==> src/rtl/segmentacion_elastica.sv <==
// Elastic chain of STAGES pipeline slots with per-slot valid, stall, flush and bubble collapse.
// Latency: an accepted item reaches the output slot after STAGES cycles when nothing is stalled.
// Backpressure: ready ripples combinationally from OUT_READY back to IN_READY; empty or flushed slots absorb stalls.
module segmentacion_elastica #(
    parameter int WIDTH     = 32,
    parameter int STAGES    = 4,
    parameter int CNT_WIDTH = 16
) (
    input  logic                         CLK,
    input  logic                         RESET,
    input  logic                         IN_VALID,
    input  logic [WIDTH-1:0]             IN_DATA,
    output logic                         IN_READY,
    input  logic [STAGES-1:0]            STALL,
    input  logic [STAGES-1:0]            FLUSH,
    output logic                         OUT_VALID,
    output logic [WIDTH-1:0]             OUT_DATA,
    input  logic                         OUT_READY,
    output logic [STAGES-1:0]            VALID_VEC,
    output logic [STAGES*WIDTH-1:0]      STAGE_DATA,
    output logic [$clog2(STAGES+1)-1:0]  OCC,
    output logic [CNT_WIDTH-1:0]         IN_STALL_CNT,
    output logic [CNT_WIDTH-1:0]         DROP_CNT
);
    localparam int LAST  = STAGES - 1;
    localparam int OCC_W = $clog2(STAGES + 1);
    localparam int SUM_W = ((CNT_WIDTH > OCC_W) ? CNT_WIDTH : OCC_W) + 1;
    localparam logic [CNT_WIDTH-1:0] CNT_MAX = '1;

    logic [STAGES-1:0] valid_q;
    logic [WIDTH-1:0]  payload_q [STAGES];

    logic [STAGES-1:0] live, adv, acc, move, ins, valid_d;
    logic [OCC_W-1:0]  occ_c, drop_pop;
    logic [SUM_W-1:0]  stall_sum, drop_sum;
    logic [CNT_WIDTH-1:0] in_stall_cnt_q, drop_cnt_q;
    logic              in_stall_inc;

    // Ready walks from the output slot towards slot 0; a slot accepts when empty, leaving or being killed.
    always_comb begin : ready_chain
        logic rdy;
        rdy = OUT_READY;
        adv = '0;
        acc = '0;
        for (int k = LAST; k >= 0; k--) begin
            adv[k] = ~STALL[k] & rdy;
            acc[k] = ~valid_q[k] | adv[k] | FLUSH[k];
            rdy    = acc[k];
        end
    end

    assign live    = valid_q & ~FLUSH;
    assign move    = live & adv;
    assign ins     = {move[LAST-1:0], IN_VALID & acc[0]};
    assign valid_d = ~FLUSH & (ins | (valid_q & ~move));

    always_ff @(posedge CLK or negedge RESET) begin
        if (!RESET) begin
            valid_q <= '0;
        end else begin
            valid_q <= valid_d;
        end
    end

    // Payloads only move with a surviving item, so empty slots keep a stable stale value.
    always_ff @(posedge CLK or negedge RESET) begin
        if (!RESET) begin
            for (int k = 0; k < STAGES; k++) begin
                payload_q[k] <= '0;
            end
        end else begin
            if (ins[0] & ~FLUSH[0]) begin
                payload_q[0] <= IN_DATA;
            end
            for (int k = 1; k < STAGES; k++) begin
                if (ins[k] & ~FLUSH[k]) begin
                    payload_q[k] <= payload_q[k-1];
                end
            end
        end
    end

    always_comb begin
        occ_c    = '0;
        drop_pop = '0;
        for (int k = 0; k < STAGES; k++) begin
            occ_c    = occ_c + OCC_W'(valid_q[k]);
            drop_pop = drop_pop + OCC_W'(valid_q[k] & FLUSH[k]);
        end
    end

    assign in_stall_inc = IN_VALID & ~acc[0];
    assign stall_sum    = SUM_W'(in_stall_cnt_q) + SUM_W'(in_stall_inc);
    assign drop_sum     = SUM_W'(drop_cnt_q) + SUM_W'(drop_pop);

    // Counters clamp at all-ones instead of wrapping.
    always_ff @(posedge CLK or negedge RESET) begin
        if (!RESET) begin
            in_stall_cnt_q <= '0;
            drop_cnt_q     <= '0;
        end else begin
            if (stall_sum > SUM_W'(CNT_MAX)) begin
                in_stall_cnt_q <= CNT_MAX;
            end else begin
                in_stall_cnt_q <= stall_sum[CNT_WIDTH-1:0];
            end
            if (drop_sum > SUM_W'(CNT_MAX)) begin
                drop_cnt_q <= CNT_MAX;
            end else begin
                drop_cnt_q <= drop_sum[CNT_WIDTH-1:0];
            end
        end
    end

    for (genvar g = 0; g < STAGES; g++) begin : g_stage_data
        assign STAGE_DATA[g*WIDTH +: WIDTH] = payload_q[g];
    end

    assign IN_READY     = acc[0];
    assign OUT_VALID    = live[LAST];
    assign OUT_DATA     = payload_q[LAST];
    assign VALID_VEC    = valid_q;
    assign OCC          = occ_c;
    assign IN_STALL_CNT = in_stall_cnt_q;
    assign DROP_CNT     = drop_cnt_q;
endmodule

==> config.mk <==
export PLATFORM = sky130hd
export DESIGN_NAME = segmentacion_elastica
export DESIGN_NICKNAME = d
export VERILOG_FILES = /design/src/rtl/segmentacion_elastica.sv
export SDC_FILE = /design/constraint.sdc
export NUM_CORES = 1
export LEC_CHECK = 0
export CORE_UTILIZATION = 35
export DETAILED_ROUTE_END_ITERATION = 10
export SETUP_SLACK_MARGIN = 0.02
export SLEW_MARGIN = 40
export SYNTH_ARGS = -nofsm -noshare
export SYNTH_HDL_FRONTEND = slang
export SYNTH_SLANG_ARGS = --single-unit
==> constraint.sdc <==
create_clock -name CLK -period 3.07 [get_ports CLK]
set_input_delay 0.614 -clock CLK [delete_from_list [all_inputs] [get_ports CLK]]
set_output_delay 0.614 -clock CLK [all_outputs]
set_load 0.02 [all_outputs]
==> results.cfg <==
[synthesis]
ys_seq_elements = 164
synth-seq-area-share = 0.582
yosysWarningCount = 0
yosys-top-cells-area = dfrtp_1 58%, mux2_2 16%, mux2_4 6.2%
netlist.area_leader.share = 0.582
async_flop_share = 1.00
avgSynthCellArea_um2 = 14.0
synth_ff_type = dfrtp_1
synth_edf_count = 0
syn-cell-area_mm2 = 0.00705
synthDistinctLibCells = 41
yosys.area.top_type = dfrtp_1
postSynthCellCount = 505
syn_nets = 558

[global_routing]
grtUsageTotal = 0.174
grt_first_pass_wirelength_mm = 27.2
grt_pass1_vias = 5061
grt_overflow = 0
grt_max_degree = 70
antenna_found_initial = 0

[setup_path]
startpoint_type = input port
end_kind = flip-flop
cpPeakStageDelay_ns = 0.50
crit_type = in2reg
worst_ep_arrival_time_ns = 3.26
cp_max_fo = 4
cp_slowest_cell = fa_1
path_delay_family = adder cells
required_ns = 3.38
crit_chain = clkdlybuf4s50_1 > and2_1 > fa_1 > inv_1 > fa_2 > nand2b_4 > a2111o_1 > nor3_2 > mux2_2
path_buf_inv = 2

[clock_network]
h-tree-depth = 4
tritoncts = yes
cts_hold_buf = 0
clkLatencyLatePin_ns = 0.42
cts_made_buffers = 17
clkSinkCount = 164
root_buffer = clkbuf_16
path_clk_slew_ns = 0.07
clock_path_buffers = 2

[timing]
maxSlewViolCount = 0
finalSetupViolations = 0
slew_headroom = 0.572
fmax_ghz = 0.339
tightest_slew_ns = 0.642
hold_viol = 0
rsz0062_at_grt = no
clock_skew_ns = 0.0110
fin_crit_sh = 0.960
period_needed_ns = 2.95

[drt]
route.detailed.drc = 0
drt_iter0_drc = 120
final_antenna_net_count = 0
vias = 4804
via_per_inst = 4.64
drt_wl_total_mm = 17.4
firstDrtPassIters = 4
routedWlPerCell_um = 16.8

[place]
dp_cells = 1002
portBuffers = 244
gp_congestion = 0.805
dp_hpwl_mm = 12.6

[die]
die_h_um = 144
row_count = 51
core-area_mm2 = 0.0196
ioPinCount = 245
start_util = 0.360
die_w_um = 144
die_area_mm2 = 0.0207

[finish]
area_growth_pct = 48.1
nets = 811
final_core_util = 0.533
drive_gt1_frac = 0.274
n_fill_cell = 1688
final_cells = 1036

[power_and_ir_drop]
p_per_area_mw_per_mm2 = 632
leakagePower_nw = 4.69
vdd_drop_max_mv = 0.375

[hold_path]
hp-class = in2async

[flow_run]
maxCapViolCount = 0

[run_status]
status = finished, final reports clean
[sequential cells by signal, summed over array words and instances, names as in the netlist]
register	flops
DROP_CNT	16
STAGE_DATA	96
IN_STALL_CNT	16
VALID_VEC	4
OUT_DATA	32
[area by class of cell]
type	count	area [µm²]	share of cell area
flip-flops and latches	164	4110	0.393
inverters	17	63.8	0.00611
clock inverters	13	119	0.0114
clock buffers	18	439	0.0420
diodes	1	2.50	0.000240
well taps	265	332	0.0317
multi-input cells	277	2600	0.249
repair buffers	281	2790	0.267
[per-stage QoR]
| stage | worst slack, ns | total power [mW] | area (µm²) | hold WS (ns) | setup TNS, ns |
|---|---|---|---|---|---|
| after floorplan | 0.0651 | 3.66 | 7050 | 0.318 | 0 |
| after global placement | -0.426 | 4.62 | 9840 | 0.484 | -6.38 |
| after detailed placement | -0.498 | 4.65 | 9840 | 0.497 | -8.09 |
| after CTS | 0.00925 | 6.68 | 10400 | 0.208 | 0 |
| after global routing | 0.0211 | 6.91 | 10400 | 0.216 | 0 |
| final | 0.122 | 6.60 | 10400 | 0.179 | 0 |
[worst paths after layout]
| check | from | to | slack (ns) | depth (start not counted) |
|---|---|---|---|---|
| min reg2reg | STAGE_DATA[64] | STAGE_DATA[64] | 0.51 | 1 |
| max in group asynchronous | RESET | VALID_VEC[0] | 2.06 | 2 |
| max reg2reg | VALID_VEC[0] | DROP_CNT[15] | 0.24 | 8 |
| min in group CLK | STAGE_DATA[64] | STAGE_DATA[64] | 0.51 | 1 |
| min | RESET | STAGE_DATA[82] | 0.18 | 1 |
| max | FLUSH[0] | DROP_CNT[15] | 0.12 | 9 |
[what timing repair did]
item | 4_1_cts | 5_1_grt
setup endpoints to repair | 7 | 17
setup buffers | 1 | 1
resized for setup | 7 | 8
pin swaps | 2 | 3
[kinds of logic (layout without fill, tap and decap cells)]
group / after synthesis / count (layout) / share of synthesized area
flops: 164 / 164 / 0.582
compound gates: 28 / 28 / 0.0323
buf+inv: 64 / 329 / 0.0571
fa+ha+maj: 9 / 9 / 0.0202
xor+xnor: 17 / 17 / 0.0211
mux: 131 / 131 / 0.224
simple gates: 92 / 92 / 0.0628
other cells: 0 / 1 / 0
[placed cells by master (no fill, tap or decap), types with 5 or more instances in the layout]
| cell type | count |
|---|---|
| buf_4 | 31 |
| ha_1 | 5 |
| clkinvlp_4 | 6 |
| mux2_2 | 98 |
| inv_1 | 16 |
| clkbuf_16 | 17 |
| nor2_1 | 11 |
| mux2_4 | 29 |
| nand3_1 | 13 |
| clkdlybuf4s50_1 | 239 |
| nand2_1 | 33 |
| xor2_1 | 5 |
| o21ai_0 | 7 |
| nand2b_1 | 6 |
| xnor2_1 | 12 |
| dfrtp_1 | 163 |
| buf_12 | 6 |
[synthesized netlist by cell type, drive strengths merged (3+ instances only)]
cell type and number:
a2111o 3, a21o 3, a21oi 3, and2 4, buf 45, dfrtp 164, fa 4, ha 5
inv 17, mux2 130, nand2 33, nand2b 7, nand3 13, nand4 4, nor2 11, nor3 7
nor4 4, o21ai 7, or3 3, xnor2 12, xor2 5
[power by group]
group,internal [mW],switching [mW]
Sequential,2.50,0.292
Clock,1.08,0.923
Combinational,0.989,0.814
[layer usage]
| layer | GRT usage | part of all wire |
|---|---|---|
| met1 | 0.210 | 0.42 |
| met2 | 0.296 | 0.50 |
| met3 | 0.0457 | 0.065 |
| met4 | 0.0627 | 0.016 |
| met5 | 0 | 0 |
No activity file was read; power rests on OpenSTA's default activity.
